## config.mk

```make
export PLATFORM = sky130hd
export DESIGN_NAME = mem_stage_arbiter
export DESIGN_NICKNAME = d
export VERILOG_FILES = /design/src/rtl/mem_stage_arbiter.sv
export SDC_FILE = /design/constraint.sdc
export NUM_CORES = 1
export LEC_CHECK = 0
export ABC_CLOCK_PERIOD_IN_PS = 6000
export CORE_ASPECT_RATIO = 0.6
export CORE_MARGIN = 3
export CORE_UTILIZATION = 35
export CTS_BUF_LIST = sky130_fd_sc_hd__clkbuf_4 sky130_fd_sc_hd__clkbuf_8
export DETAILED_ROUTE_END_ITERATION = 8
export GPL_ROUTABILITY_DRIVEN = 0
export PLACE_DENSITY = 0.74
export SLEW_MARGIN = 5
export SYNTH_ARGS = -nofsm -noshare
export SYNTH_HDL_FRONTEND = slang
export SYNTH_SLANG_ARGS = --single-unit
```

## constraint.sdc

```tcl
create_clock -name i_clock -period 6 [get_ports i_clock]
set_input_delay 1.2 -clock i_clock [delete_from_list [all_inputs] [get_ports i_clock]]
set_output_delay 1.2 -clock i_clock [all_outputs]
set_load 0.02 [all_outputs]
```

## src/rtl/mem_stage_arbiter.sv

```systemverilog
// rtl/mem_stage_arbiter.sv - MEM-stage data port arbiter between the CPU pipeline and an external requester
// CPU traffic passes through combinationally; X accesses are latched and sequenced, with a CPU-streak cap to avoid starving X.
module mem_stage_arbiter #(
   parameter int MAX_WAIT = 4,
   parameter int READ_LAT = 1
) (
   input  logic        i_clock,
   input  logic        i_reset,
   input  logic        i_m_req,
   input  logic        i_m_we,
   input  logic [31:0] i_m_addr,
   input  logic [31:0] i_m_wdata,
   output logic [31:0] o_m_rdata,
   output logic        o_m_stall,
   input  logic        i_x_req,
   input  logic        i_x_we,
   input  logic [31:0] i_x_addr,
   input  logic [31:0] i_x_wdata,
   output logic        o_x_ack,
   output logic [31:0] o_x_rdata,
   output logic        o_mem_we,
   output logic [31:0] o_mem_addr,
   output logic [31:0] o_mem_wdata,
   input  logic [31:0] i_mem_rdata
);

   localparam logic [1:0] S_IDLE  = 2'd0;
   localparam logic [1:0] S_X_ACC = 2'd1;
   localparam logic [1:0] S_X_ACK = 2'd2;

   logic [1:0]  r_state;
   logic [3:0]  r_streak;
   logic [1:0]  r_cnt;
   logic        r_x_we;
   logic [31:0] r_x_addr;
   logic [31:0] r_x_wdata;
   logic [31:0] r_x_rdata;
   logic        r_x_ack;

   logic w_streak_full;
   logic w_grant_x;
   logic w_read_done;

   assign w_streak_full = (r_streak == 4'(MAX_WAIT));
   assign w_grant_x     = (r_state == S_IDLE) && i_x_req && (!i_m_req || w_streak_full);
   assign w_read_done   = (r_cnt == 2'(READ_LAT - 1));

   assign o_m_rdata = i_mem_rdata;
   assign o_x_ack   = r_x_ack;
   assign o_x_rdata = r_x_rdata;

   // The grant cycle already presents X's address but never writes; the store happens in X_ACC.
   always_comb begin
      o_mem_we    = 1'b0;
      o_mem_addr  = i_m_addr;
      o_mem_wdata = i_m_wdata;
      o_m_stall   = 1'b0;
      if (r_state == S_X_ACC) begin
         o_mem_we    = r_x_we;
         o_mem_addr  = r_x_addr;
         o_mem_wdata = r_x_wdata;
         o_m_stall   = i_m_req;
      end else if (w_grant_x) begin
         o_mem_addr  = i_x_addr;
         o_mem_wdata = i_x_wdata;
         o_m_stall   = i_m_req;
      end else begin
         o_mem_we = i_m_req & i_m_we;
      end
      if (i_reset) begin
         o_mem_we  = 1'b0;
         o_m_stall = 1'b0;
      end
   end

   always_ff @(posedge i_clock or posedge i_reset) begin
      if (i_reset) begin
         r_state   <= S_IDLE;
         r_streak  <= 4'd0;
         r_cnt     <= 2'd0;
         r_x_we    <= 1'b0;
         r_x_addr  <= 32'd0;
         r_x_wdata <= 32'd0;
         r_x_rdata <= 32'd0;
         r_x_ack   <= 1'b0;
      end else begin
         r_x_ack <= 1'b0;
         case (r_state)
            S_IDLE: begin
               if (w_grant_x) begin
                  r_x_we    <= i_x_we;
                  r_x_addr  <= i_x_addr;
                  r_x_wdata <= i_x_wdata;
                  r_cnt     <= 2'd0;
                  r_streak  <= 4'd0;
                  r_state   <= S_X_ACC;
               end else if (i_m_req && i_x_req) begin
                  if (!w_streak_full) r_streak <= r_streak + 4'd1;
               end else begin
                  r_streak <= 4'd0;
               end
            end
            S_X_ACC: begin
               if (r_x_we) begin
                  r_x_ack <= 1'b1;
                  r_state <= S_X_ACK;
               end else if (w_read_done) begin
                  r_x_rdata <= i_mem_rdata;
                  r_x_ack   <= 1'b1;
                  r_state   <= S_X_ACK;
               end else begin
                  r_cnt <= r_cnt + 2'd1;
               end
            end
            S_X_ACK: r_state <= S_IDLE;
            default: r_state <= S_IDLE;
         endcase
      end
   end

endmodule

```

==> flow_summary.ini, run 1 <==
[outcome]
status = completed

[floorplan]
initial_utilization = 0.360
row_count = 35
dieHeight_um = 104
coreArea_um2 = 15500
die_x_um = 169
die_area_um2 = 17500
ios = 297

[setup_path]
path_common_cell = clkdlybuf4s50_1
path_buf_inv = 3
cp-start-kind = primary input
critical-path-slowest-cell = clkdlybuf4s50_1
worstPathArrival_ns = 3.88
path_cells = clkdlybuf4s50_1 > or3b_4 > a21oi_4 > buf_12 > a221o_1 > clkdlybuf4s50_1
setup.worst_path.class = primary input to primary output
critPathMaxStageDelay_ns = 0.61
required_ns = 4.80
cp_top_family = buffers and inverters
crit_path_max_fanout = 71
cp-end-kind = primary output

[synthesis]
synth_compound_area_frac = 0.132
syn_inst = 447
async_flop_share = 1.00
synth_xor_area_frac = 0
syn_area_um2 = 5570
yosysTopAreaCell = dfrtp_1
yosysUniqueCellTypes = 32
synth_top_family_by_area = multiplexers
seq_area_frac_synth = 0.476
synth_area_per_cell_um2 = 12.5
synth_nets = 616
synth-adder-area-share = 0.00674
ys.flop_type = dfrtp_1
ys_ff_latch = 106
synth-simple-area-share = 0.0980
synth_top_area_share = 0.476
synthTopCellsByArea = dfrtp_1 48%, mux2_2 13%, a221o_1 12%
synth-edff-count = 0
muxShareOfSynthArea = 0.200
ys_warn_count = 0

[layout]
multiInputGateArea_um2 = 2450
design_area_um2 = 8610
final_nets = 865
regArea_um2 = 2650
num_antenna_cells = 0
area_growth_pct = 54.6
fillers = 1315
layout-drive-gt1-share = 0.134

[clock_tree]
cts.sinks = 106
numCtsBuffers = 9
post_cts_buffers = 0
root_buffer = clkbuf_8
cts_resized = 0
cts_tree = built
clock_latency_ns = 0.36
htree_levels = 3
clockBufferDepth = 2
clk_pin_slew_ns = 0.09
hold_buffers = 0

[hold_path]
min_path_type = register to register

[global_routing]
grt_max_degree = 72
grt_usage = 0.177
grt_pass1_vias = 4788
grt_first_pass_wirelength_um = 25300
overflow = 0
antenna_found_initial = 0

[drt]
drt-total-wl_um = 16100
dr.pass1.iters = 4
post_drt_wl_per_cell_um = 17.8
avgViaCountPerCell = 5.08
ant_nets = 0
via_count = 4590
drtIter0Drc = 182
drcViolationCount = 0

[sta]
fin_worst_skew_ns = 0.0153
slew_headroom = 0.197
max_freq_mhz = 197
worst_slew_pin_slew_ns = 1.20
setup_viol = 0
rsz0062_at_grt = no
post-route-period-util = 0.847
hold_viol_final = 0
fin_setup_tns_ns = 0
period_minus_slack_ns = 5.08
report.final.slew_viol_count = 0

[placement]
dp_hpwl_um = 12100
placed_cell_area_um2 = 8430
portBuffers = 296

[power]
ir_drop_mv = 0.193
power_density_nw_per_um2 = 359
p_leak_nw = 3.46

[run]
max_cap_viol_count = 0
[cells by family (layout without fill, tap and decap cells)]
group | count (synthesis) | in the layout
adder cells (fa/ha/maj) | 3 | 3
buffers and inverters | 72 | 326
AND/OR/NAND/NOR | 89 | 89
flip-flops | 106 | 106
AO/OA/AOI/OAI | 78 | 78
multiplexers | 99 | 99
[where the power goes]
group	switching (mW)	internal (mW)	total (mW)	leakage (nW)
Sequential	0.141	1.00	1.14	1.27
Combinational	0.697	0.838	1.53	2.10
Clock	0.252	0.167	0.419	0.0937
Total	1.09	2.01	3.10	3.46
[stage by stage]
| step | utilization | hold slack [ns] | setup WS, ns | power (mW) | std cells |
|---|---|---|---|---|---|
| after floorplan | - | 0.449 | 0.622 | 2.01 | 447 |
| after global placement | 0.545 | 0.459 | 1.06 | 2.66 | 888 |
| after detailed placement | 0.545 | 0.468 | 0.932 | 2.70 | 888 |
| after CTS | 0.557 | 0.492 | 0.914 | 3.14 | 904 |
| after global routing | 0.557 | 0.505 | 0.801 | 3.28 | 904 |
| final | 0.557 | 0.484 | 0.920 | 3.10 | 904 |
[per-layer routing]
layer / global-route usage / routed length [um] / vias to the layer above
met3: 0.0519 / 1170 / 12
li1: - / - / 2136
met5: 0 / 0 / -
met2: 0.286 / 7590 / 167
met4: 0.0385 / 168 / 0
met1: 0.235 / 7150 / 2275
[final timing paths]
path | slack [ns] | end | cells past startpoint | from
min reg2reg | 0.48 | r_x_wdata[16] | 1 | r_x_wdata[16]
max reg2reg | 3.39 | r_x_addr[1] | 7 | r_streak[0]
max in group asynchronous | 3.88 | r_x_wdata[8] | 3 | i_reset
max | 0.92 | o_mem_addr[28] | 6 | i_x_req
min | 0.48 | r_x_wdata[16] | 1 | r_x_wdata[16]
min in group asynchronous | 1.20 | o_x_rdata[18] | 2 | i_reset
[cell usage in the layout (no fill, tap or decap), types with 4 or more instances in the layout]
master	n
nor2_1	4
inv_1	5
nand2_1	4
dfrtp_1	106
o21ai_0	6
clkbuf_8	10
clkdlybuf4s50_1	296
a221o_1	64
buf_4	6
and2_1	64
mux2_1	35
mux2_2	62
[cell type report]
cell class                      instances  share of cell area
Multi-Input combinational cell        269               0.284
Tap cell                              203              0.0295
Timing Repair Buffer                  304               0.354
Clock buffer                           10              0.0160
Clock inverter                          6             0.00552
Sequential cell                       106               0.308
Inverter                                6             0.00291
[state kept, by name, indices dropped and copies added (netlist names)]
| register | flops |
|---|---|
| o_x_rdata | 32 |
| r_streak | 4 |
| o_x_ack | 1 |
| r_state | 2 |
| r_cnt | 2 |
| r_x_we | 1 |
| r_x_addr | 32 |
| r_x_wdata | 32 |
[synth_stat cells (2+ instances only)]
master and n:
a31o_2 2, buf_4 44, nand2_1 4, nand4_1 3, a221o_1 64, and2_1 64, o21ai_0 6, mux2_2 62
ha_1 3, nor3_1 2, mux2_1 35, mux2i_1 2, nand3_1 3, buf_2 9, a21oi_1 2, clkbuf_1 8
inv_1 6, nor2b_1 2, dfrtp_1 106, buf_6 5, nor2_1 4
Power figures use the tool's default switching activity.
==> inputs of run 2 (changes only) <==
ABC_CLOCK_PERIOD_IN_PS = 4710   (was 6000)
clock period = 4.71 ns   (was 6 ns; I/O delays follow)
==> flow_summary.ini, run 2 (same netlist as run 1, synthesis figures left out) <==
[global_routing]
antenna_found_initial = 0
grt_usage = 0.176
overflow = 0
grt_pass1_vias = 4753
grt_first_pass_wirelength_um = 25500
grt_max_degree = 64

[setup_path]
critPathMaxStageDelay_ns = 0.63
required_ns = 3.77
path_common_cell = clkdlybuf4s50_1
path_cells = clkdlybuf4s50_1 > or3b_4 > a21oi_4 > buf_12 > a221o_1 > clkdlybuf4s50_1
setup.worst_path.class = primary input to primary output
worstPathArrival_ns = 3.35
critical-path-slowest-cell = clkdlybuf4s50_1
crit_path_max_fanout = 63
cp-start-kind = primary input
cp-end-kind = primary output
ff2ff_setup_slack_ns = 2.39

[sta]
max_freq_mhz = 233
rsz0062_at_grt = no
post-route-period-util = 0.912
setup_viol = 0
fin_setup_tns_ns = 0
hold_viol_final = 0
worst_slew_pin_slew_ns = 0.707
period_minus_slack_ns = 4.29
fin_worst_skew_ns = 0.0128
report.final.slew_viol_count = 0
slew_headroom = 0.529

[drt]
ant_nets = 0
drcViolationCount = 0
drtIter0Drc = 201
avgViaCountPerCell = 4.97
dr.pass1.iters = 4
drt-total-wl_um = 16000
via_count = 4506
post_drt_wl_per_cell_um = 17.7

[layout]
layout_commonest_cell = clkdlybuf4s50_1
layout-drive-gt1-share = 0.137
area_growth_pct = 55.5
num_antenna_cells = 0
final_nets = 867
fillers = 1328
final_cell_mix = 296 x clkdlybuf4s50_1, 106 x dfrtp_1, 64 x and2_1, 64 x a221o_1, 62 x mux2_2
design_area_um2 = 8660

[hold_path]
min_path_type = register to register

[clock_tree]
cts.sinks = 106
cts_tree = built
cts_resized = 0
clock_latency_ns = 0.36
post_cts_buffers = 0
root_buffer = clkbuf_8
numCtsBuffers = 9
hold_buffers = 0
clk_pin_slew_ns = 0.10
clockBufferDepth = 2
htree_levels = 3

[power]
power_density_nw_per_um2 = 463
p_total_mw = 4.01
p_leak_nw = 3.47
ir_drop_mv = 0.297

[floorplan]
die_x_um = 169
ios = 297
row_count = 35
coreArea_um2 = 15500
die_area_um2 = 17500
dieHeight_um = 104
initial_utilization = 0.360

[run]
max_cap_viol_count = 0

[placement]
placed_cell_area_um2 = 8440
portBuffers = 296
dp_hpwl_um = 12200

[outcome]
status = completed
-- run 2: cell count changes in the layout (fill, tap and decap cells not counted) --
cell	delta
clkinv_2	-1
buf_4	+2
inv_4	-1
bufinv_16	+1
clkbuf_4	+1
inv_6	-3
clkinvlp_4	+1
clkbuf_8	+2
-- run 2: critical path, delay by kind of cell --
family | cells | cell delay (ns)
simple gates | 1 | 0.43
compound gates | 2 | 0.42
buf+inv | 3 | 1.52
-- run 2: worst paths after layout --
kind / depth (start not counted) / start / to
setup / recovery: 6 / i_x_req / o_mem_wdata[16]
hold / removal: 1 / r_x_wdata[8] / r_x_wdata[8]
setup reg to reg: 7 / r_streak[0] / r_x_addr[17]
hold reg to reg: 1 / r_x_wdata[8] / r_x_wdata[8]
max in group asynchronous: 4 / i_reset / r_x_wdata[22]
min in group asynchronous: 2 / i_reset / r_state[1]
-- run 2: cell type report --
cell class              count  area [um^2]  share of cell area
inverters                   6         26.3             0.00303
repair buffers            306         3060               0.354
clock inverters             3         46.3             0.00535
flip-flops and latches    106         2650               0.306
multi-input cells         269         2450               0.282
well taps                 203          254              0.0293
clock buffers              13          173              0.0199
-- run 2: through the flow --
step	hold slack, ns	worst slack, ns	cells	utilization
2_1_floorplan	0.449	0.698	447	-
3_3_place_gp	0.459	0.514	890	0.546
3_5_place_dp	0.467	0.444	890	0.546
4_1_cts	0.490	0.439	906	0.560
5_1_grt	0.506	0.334	906	0.560
6_report	0.483	0.415	906	0.560
-- run 2: power breakdown --
group	internal (mW)	total (mW)	leakage [nW]	switching, mW
Combinational	1.07	1.96	2.10	0.892
Sequential	1.27	1.45	1.27	0.176
Clock	0.297	0.603	0.109	0.305
Total	2.64	4.01	3.47	1.37
-- run 2: per-layer routing --
metal | global-route usage | wire length, um | vias to the layer above
met5 | 0 | 0 | -
met4 | 0.0251 | 66 | 0
met3 | 0.0484 | 1100 | 6
met2 | 0.303 | 7820 | 153
met1 | 0.228 | 7030 | 2224
li1 | - | - | 2123
==> inputs of run 3 (changes only) <==
ABC_CLOCK_PERIOD_IN_PS = 4700   (was 4710)
HOLD_SLACK_MARGIN = 0.12   (was default)
SLEW_MARGIN = 0   (was 5)
clock period = 4.7 ns   (was 4.71 ns; I/O delays follow)
==> flow_summary.ini, run 3 (same netlist as run 1, synthesis figures left out) <==
[outcome]
status = completed

[floorplan]
die_area_um2 = 17500
dieHeight_um = 104
ios = 297
row_count = 35
coreArea_um2 = 15500
die_x_um = 169
initial_utilization = 0.360

[global_routing]
grt_max_degree = 64
grt_usage = 0.180
grt_pass1_vias = 4809
grt_first_pass_wirelength_um = 25900
antenna_found_initial = 0
overflow = 0

[layout]
area_growth_pct = 54.7
layout_commonest_cell = clkdlybuf4s50_1
layout-drive-gt1-share = 0.137
num_antenna_cells = 0
final_cell_mix = 296 x clkdlybuf4s50_1, 106 x dfrtp_1, 64 x and2_1, 64 x a221o_1, 62 x mux2_2
final_nets = 867

[power]
ir_drop_mv = 0.276
clkPwrFrac = 0.131
p_total_mw = 3.93
seqPwrFrac = 0.370
p_comb_frac = 0.499
p_leak_nw = 3.45
internal_power_mw = 2.56
power_density_nw_per_um2 = 456
p_sw_frac = 0.349
power_switching_mw = 1.37

[clock_tree]
htree_levels = 3
clockBufferDepth = 2
cts.sinks = 106
root_buffer = clkbuf_8
numCtsBuffers = 9
clk_pin_slew_ns = 0.09
hold_buffers = 0
post_cts_buffers = 0
cts_tree = built
clock_latency_ns = 0.36
cts_resized = 0

[setup_path]
ff2ff_setup_slack_ns = 2.39
worstPathArrival_ns = 3.31
crit_path_max_fanout = 63
cp-end-kind = primary output
cp-start-kind = primary input
required_ns = 3.76
setup.worst_path.class = primary input to primary output

[placement]
dp_hpwl_um = 12200
portBuffers = 296

[hold_path]
min_path_type = register to register

[drt]
post_drt_wl_per_cell_um = 17.5
dr.pass1.iters = 4
ant_nets = 0
drcViolationCount = 0
avgViaCountPerCell = 4.99
via_count = 4520
drtIter0Drc = 235
drt-total-wl_um = 15900

[sta]
setup_viol = 0
fin_worst_skew_ns = 0.0114
post-route-period-util = 0.904
report.final.slew_viol_count = 0
period_minus_slack_ns = 4.25
rsz0062_at_grt = no
worst_slew_pin_slew_ns = 0.724
hold_viol_final = 0
slew_headroom = 0.516
max_freq_mhz = 235
fin_setup_tns_ns = 0

[run]
max_cap_viol_count = 0
==> run 3: cell types whose count changed in the layout (fill, tap and decap cells not counted), sizes merged <==
cell | before | now
clkbuf | 13 | 12
clkinvlp | 2 | 3
bufinv | 1 | 0
clkinv | 1 | 2
==> run 3: power by group through the flow <==
stage | Clock [mW] | Combinational (mW) | Sequential [mW]
3_3_place_gp | 0 | 1.95 | 1.45
5_1_grt | 0.575 | 2.09 | 1.51
4_1_cts | 0.542 | 1.99 | 1.46
6_report | 0.516 | 1.96 | 1.45
3_5_place_dp | 0 | 1.99 | 1.47
2_1_floorplan | 0 | 0.960 | 1.60
==> run 3: critical path: stages <==
cell	delay, ns
clkdlybuf4s50_1	0.56
or3b_4	0.43
a21oi_4	0.19
buf_12	0.30
a221o_1	0.21
clkdlybuf4s50_1	0.64
==> run 3: path summary, 6_finish.rpt <==
kind	start	to	cells past startpoint
hold / removal	r_x_wdata[26]	r_x_wdata[26]	1
max in group asynchronous	i_reset	r_x_wdata[22]	4
setup reg to reg	r_streak[0]	r_x_wdata[11]	7
hold reg to reg	r_x_wdata[26]	r_x_wdata[26]	1
min in group asynchronous	i_reset	r_state[1]	2
setup / recovery	i_x_req	o_mem_wdata[16]	6
==> run 3: area by class of cell <==
type	instances	area (um^2)
fill	1278	6840
timing repair buffer	306	3060
sequential	106	2650
multi-input combinational	269	2450
tap	203	254
clock buffer	12	146
clock inverter	4	28.8
inverter	6	26.3
==> run 3: metal layers <==
layer / vias to the layer above / share of wire / track usage
met4: 0 / 0.0065 / 0.0280
met2: 153 / 0.49 / 0.307
li1: 2133 / - / -
met1: 2220 / 0.43 / 0.233
met3: 14 / 0.073 / 0.0523
met5: - / 0 / 0
==> run 3: through the flow <==
stage	cells	area (um^2)	util	setup WS, ns	hold WS [ns]
after detailed placement	890	8440	0.546	0.457	0.467
after floorplan	447	5570	-	0.692	0.449
final	906	8620	0.557	0.452	0.483
after global placement	890	8440	0.546	0.509	0.459
after global routing	906	8620	0.557	0.354	0.504
after CTS	906	8620	0.557	0.456	0.489
